## src/rtl/btn_sw_conditioner.sv

```systemverilog
// Input conditioner: 2-flop synchroniser plus per-channel debounce for buttons and switches,
// with press/release/long-press one-shots and a switch-bus change strobe.
module btn_sw_conditioner #(
    parameter int N_BTN       = 5,
    parameter int N_SW        = 8,
    parameter int DEB_CYCLES  = 500000,
    parameter int LONG_CYCLES = 25000000
) (
    input  logic             clk,
    input  logic             rst,
    input  logic [N_BTN-1:0] i_btn,
    input  logic [N_SW-1:0]  i_sw,
    output logic [N_BTN-1:0] o_btn_level,
    output logic [N_BTN-1:0] o_btn_press,
    output logic [N_BTN-1:0] o_btn_release,
    output logic [N_BTN-1:0] o_btn_long,
    output logic [N_SW-1:0]  o_sw_stable,
    output logic             o_sw_changed
);

    localparam int N_CH   = N_BTN + N_SW;
    localparam int DEB_W  = $clog2(DEB_CYCLES);
    localparam int HOLD_W = $clog2(LONG_CYCLES + 1);

    localparam logic [1:0] ST_IDLE  = 2'd0;
    localparam logic [1:0] ST_HOLD  = 2'd1;
    localparam logic [1:0] ST_FIRED = 2'd2;

    // Buttons occupy the low channels, switches the high channels.
    logic [N_CH-1:0] raw_in;
    logic [N_CH-1:0] sync1_reg;
    logic [N_CH-1:0] sync2_reg;
    logic [N_CH-1:0] level;
    logic [N_CH-1:0] flip;

    logic [N_BTN-1:0] press_reg;
    logic [N_BTN-1:0] release_reg;
    logic [N_BTN-1:0] long_pulse;
    logic             sw_changed_reg;

    assign raw_in = {i_sw, i_btn};

    always_ff @(posedge clk) begin
        if (rst) begin
            sync1_reg <= '0;
            sync2_reg <= '0;
        end else begin
            sync1_reg <= raw_in;
            sync2_reg <= sync1_reg;
        end
    end

    genvar gi;
    generate
        for (gi = 0; gi < N_CH; gi++) begin : g_deb
            logic [DEB_W-1:0] cnt_reg;
            logic             level_reg;

            // flip marks the cycle in which the level register takes the new value
            assign flip[gi]  = (sync2_reg[gi] != level_reg) && (cnt_reg == DEB_W'(DEB_CYCLES - 1));
            assign level[gi] = level_reg;

            always_ff @(posedge clk) begin
                if (rst) begin
                    cnt_reg   <= '0;
                    level_reg <= 1'b0;
                end else if (sync2_reg[gi] == level_reg) begin
                    cnt_reg <= '0;
                end else if (cnt_reg == DEB_W'(DEB_CYCLES - 1)) begin
                    level_reg <= sync2_reg[gi];
                    cnt_reg   <= '0;
                end else begin
                    cnt_reg <= cnt_reg + DEB_W'(1);
                end
            end
        end

        for (gi = 0; gi < N_BTN; gi++) begin : g_long
            logic [1:0]        state_reg;
            logic [HOLD_W-1:0] hold_reg;
            logic              long_reg;

            assign long_pulse[gi] = long_reg;

            always_ff @(posedge clk) begin
                if (rst) begin
                    state_reg <= ST_IDLE;
                    hold_reg  <= '0;
                    long_reg  <= 1'b0;
                end else begin
                    long_reg <= 1'b0;
                    if (!level[gi]) begin
                        state_reg <= ST_IDLE;
                        hold_reg  <= '0;
                    end else begin
                        case (state_reg)
                            ST_IDLE: begin
                                // first cycle with the level visible counts as hold cycle 1
                                state_reg <= ST_HOLD;
                                hold_reg  <= HOLD_W'(1);
                            end
                            ST_HOLD: begin
                                if (hold_reg == HOLD_W'(LONG_CYCLES - 1)) begin
                                    long_reg  <= 1'b1;
                                    state_reg <= ST_FIRED;
                                    hold_reg  <= HOLD_W'(LONG_CYCLES);
                                end else begin
                                    hold_reg <= hold_reg + HOLD_W'(1);
                                end
                            end
                            ST_FIRED: begin
                                state_reg <= ST_FIRED;
                            end
                            default: begin
                                state_reg <= ST_IDLE;
                                hold_reg  <= '0;
                            end
                        endcase
                    end
                end
            end
        end
    endgenerate

    // Pulses are registered alongside the level update so they coincide with the new level.
    always_ff @(posedge clk) begin
        if (rst) begin
            press_reg      <= '0;
            release_reg    <= '0;
            sw_changed_reg <= 1'b0;
        end else begin
            press_reg      <= flip[N_BTN-1:0] & sync2_reg[N_BTN-1:0];
            release_reg    <= flip[N_BTN-1:0] & ~sync2_reg[N_BTN-1:0];
            sw_changed_reg <= |flip[N_CH-1:N_BTN];
        end
    end

    assign o_btn_level   = level[N_BTN-1:0];
    assign o_btn_press   = press_reg;
    assign o_btn_release = release_reg;
    assign o_btn_long    = long_pulse;
    assign o_sw_stable   = level[N_CH-1:N_BTN];
    assign o_sw_changed  = sw_changed_reg;

endmodule
```

## config.mk

```make
export PLATFORM = sky130hd
export DESIGN_NAME = btn_sw_conditioner
export DESIGN_NICKNAME = d
export VERILOG_FILES = /design/src/rtl/btn_sw_conditioner.sv
export SDC_FILE = /design/constraint.sdc
export NUM_CORES = 1
export LEC_CHECK = 0
export CORE_MARGIN = 2
export CORE_UTILIZATION = 49
export CTS_CLUSTER_SIZE = 24
export DETAILED_ROUTE_END_ITERATION = 7
export MAX_ROUTING_LAYER = met4
export PLACE_DENSITY = 0.65
export RECOVER_POWER = 100
export REMOVE_ABC_BUFFERS = 1
export SETUP_SLACK_MARGIN = 0.5
export SLEW_MARGIN = 20
export SYNTH_ARGS = -nofsm -noshare
export SYNTH_HDL_FRONTEND = slang
export SYNTH_SLANG_ARGS = --single-unit
```

## constraint.sdc

```tcl
create_clock -name clk -period 2.4 [get_ports clk]
set_clock_uncertainty 0.15 [all_clocks]
set_input_delay 0.48 -clock clk [delete_from_list [all_inputs] [get_ports clk]]
set_output_delay 0.48 -clock clk [all_outputs]
set_load 0.005 [all_outputs]
```

==> qor.json <==
{
  "layout.cells.most_common": "sky130_fd_sc_hd__nor2_1",
  "synth_edf_count": 0,
  "worst_setup_path_start_kind": "flip-flop",
  "cts-buffers-inserted": 49,
  "status": "complete, no violations",
  "chip_height_um": 205,
  "syn_avg_cell_area_um2": 8.58,
  "post_route_cells_drive_above_1_share_pct": 21.7,
  "path_buf_inv": 3,
  "final_cell_area_um2": 24800,
  "timing.critical_path.fanout_max": 5,
  "achievable-frequency_mhz": 448,
  "floorplan.initialDensity_pct": 49.6,
  "worst_slew_pin_slew_ns": 1.22,
  "grt_antenna_before_repair": 0,
  "critPathSlowestCell": "sky130_fd_sc_hd__nor4_1",
  "numClockSinks": 437,
  "routed_wl_um": 46000,
  "clk_pin_slew_ns": 0.06,
  "setup_violations": 0,
  "pwr_density_cell_nw_per_um2": 590,
  "routed-via-count": 16700,
  "final_net_count": 2538,
  "grt_pass1_vias": 15700,
  "grt_use_total_pct": 21.0,
  "yosys_most_used_dff": "sky130_fd_sc_hd__dfxtp_1",
  "max_stage_delay_ns": 0.47,
  "drc_errors": 0,
  "final_antenna_net_count": 0,
  "worst_case_headroom_to_the_max_slew_limit_pct": 18.5,
  "finalHoldViolations": 0,
  "finalWeightedCongestion": 0.882,
  "finalCritPeriodShare_pct": 92.9,
  "cp_top_family": "simple AND/OR/NAND/NOR gates",
  "io_pins": 44,
  "timing.critical_path.required_ns": 2.70,
  "htree_levels": 2,
  "yosysTopAreaCell": "sky130_fd_sc_hd__dfxtp_1",
  "die-area_um2": 41900,
  "setup-tns-final_ns": 0,
  "synth-async-reset-ratio_pct": 0,
  "global_route.overflow_total": 0,
  "dr.pass1.iters": 5,
  "number_of_distinct_library_cell_variants_in_the_gate_level_netlist_after_synthesis": 76,
  "placementRows": 73,
  "synthDominantCellAreaShare_pct": 44.4,
  "detailedRoute.firstIterationViolations": 907,
  "crit_path_end_kind": "flip-flop",
  "report.final.slew_viol_count": 0,
  "area_growth_syn_to_layout_pct": 25.9,
  "die_w_um": 205,
  "port_buffers": 43,
  "synth_warnings": 0,
  "hpwlAfterDp_um": 27000,
  "rsz0062_at_grt": "true",
  "root_buffer": "sky130_fd_sc_hd__clkbuf_16",
  "postSynthRegisterBits": 437,
  "power.static_leakage_nw": 8.35,
  "clock_path_buffers": 3,
  "worstPathArrival_ns": 2.53,
  "worst_ir_drop_vdd_mv": 0.541,
  "synth_area_um2": 19700,
  "max_cap_viol_count": 0,
  "final.min_clock_period_ns": 2.23,
  "pin_count_of_the_biggest_net_entering_global_routing": 27,
  "core_area_um2": 39700,
  "drt-wirelength-per-cell_um": 15.1,
  "max_reg_flops": 247,
  "synthCells": 2298,
  "netlist_top_cells_area": "sky130_fd_sc_hd__dfxtp_1 (44%), sky130_fd_sc_hd__nor2_1 (8.3%), sky130_fd_sc_hd__xnor2_1 (6.9%), sky130_fd_sc_hd__xor2_1 (6.3%), sky130_fd_sc_hd__nand3_1 (3.4%)",
  "grt_pass1_wl_um": 73200,
  "min-delay-path-class": "reg -> reg",
  "routed_vias_inst": 5.49,
  "crit_path_cell_trace": "nand4_1, clkbuf_4, nor4_1, clkbuf_4, buf_4, nand4_1, o31ai_1, a31oi_1",
  "antenna-diode-count": 0,
  "clock_tree_from_tritoncts": "done",
  "timing.setup.critical_path_class": "reg -> reg",
  "top_library_cells_by_usage_in_the_layout_fill_and_taps_aside": "sky130_fd_sc_hd__nor2_1 (395), sky130_fd_sc_hd__dfxtp_1 (345), sky130_fd_sc_hd__nand2_1 (168)",
  "skew_pair_late_insertion_delay_ns": 0.57,
  "dpl-instance-area_um2": 20900,
  "seq_total_area_yosys_pct": 44.4,
  "cts_hold_buf": 0
}
## cell usage after synthesis (all sizes together), types with 17 or more instances
master	instances
dfxtp	437
and3	63
a31oi	17
nor4	48
xnor2	155
nor3	67
nor2b	38
o21ai	30
or3	21
nor4b	23
nand3	134
buf	40
and4	25
mux2i	17
nor2	437
or4	18
clkbuf	48
nand4	108
xor2	141
ha	33
inv	51
nand2	176
a21oi	41
## timing repair
action	4_1_cts	5_1_grt
endpoints found under the setup margin	317	369
pin swaps	45	113
setup buffers	53	59
gates resized for setup	250	284
gates cloned	7	5
## path summary, 6_finish.rpt
check	start	to	slack, ns	cells past startpoint
min	g_deb[11].cnt_reg[0]	g_deb[11].cnt_reg[0]	0.28	1
max	g_long[4].hold_reg[11]	g_long[4].hold_reg[21]	0.17	8
max reg2reg	g_long[4].hold_reg[11]	g_long[4].hold_reg[21]	0.17	8
min reg2reg	g_deb[11].cnt_reg[0]	g_deb[11].cnt_reg[0]	0.28	1
## per-layer routing
layer  up-vias  track usage (%)  share of wire [%]
met3       106             3.39                4.2
met2       350             34.0                 48
li1       8340                -                  -
met1      7950             26.4                 45
met4         0             7.51                2.7
met5         -                -                  0
## cell type report
type / count / area (µm²)
Clock buffer: 68 / 1380
Clock inverter: 18 / 159
Fill cell: 3304 / 14900
Inverter: 52 / 203
Multi-Input combinational cell: 1725 / 11500
Sequential cell: 437 / 8950
Tap cell: 525 / 657
Timing Repair Buffer: 225 / 1930
## logic make-up (layout without fill, tap and decap cells)
kind of cell / after synthesis / after routing / share of synthesized area, %
and+or+nand+nor: 1220 / 1223 / 31.0
DFF: 437 / 437 / 44.4
xor gates and xnor gates: 296 / 296 / 13.1
AOI/OAI and AO/OA: 153 / 155 / 5.28
buffers and inverters: 141 / 363 / 3.25
adders and majority gates: 33 / 33 / 2.09
muxes: 18 / 18 / 0.920
## where the power goes
group          switching, mW  internal, mW  total (mW)
logic                 0.0843        0.0791       0.163
registers             0.0179          7.24        7.26
clock network           3.00          4.23        7.22
## per-stage QoR
| step | hold slack (ns) | util [%] | setup WS (ns) | power, mW | instances |
|---|---|---|---|---|---|
| finish | 0.283 | 62.5 | 0.170 | 14.6 | 3050 |
| detailed placement | 0.275 | 52.6 | 0.0819 | 7.59 | 2840 |
| floorplan | 0.263 | - | 0.154 | 7.51 | 2209 |
| global placement | 0.269 | 52.6 | -0.151 | 7.59 | 2840 |
| CTS | 0.113 | 59.6 | 0.295 | 14.8 | 2986 |
| global route | 0.296 | 62.5 | 0.111 | 15.2 | 3050 |
## worst reg2reg max path, stage by stage (launching register included)
cell and delay, ns:
sky130_fd_sc_hd__dfxtp_4 0.36, sky130_fd_sc_hd__nand4_1 0.15, sky130_fd_sc_hd__clkbuf_4 0.18, sky130_fd_sc_hd__nor4_1 0.47, sky130_fd_sc_hd__clkbuf_4 0.25, sky130_fd_sc_hd__buf_4 0.12
sky130_fd_sc_hd__nand4_1 0.12, sky130_fd_sc_hd__o31ai_1 0.24, sky130_fd_sc_hd__a31oi_1 0.07
No activity file was read; power rests on OpenSTA's default activity.
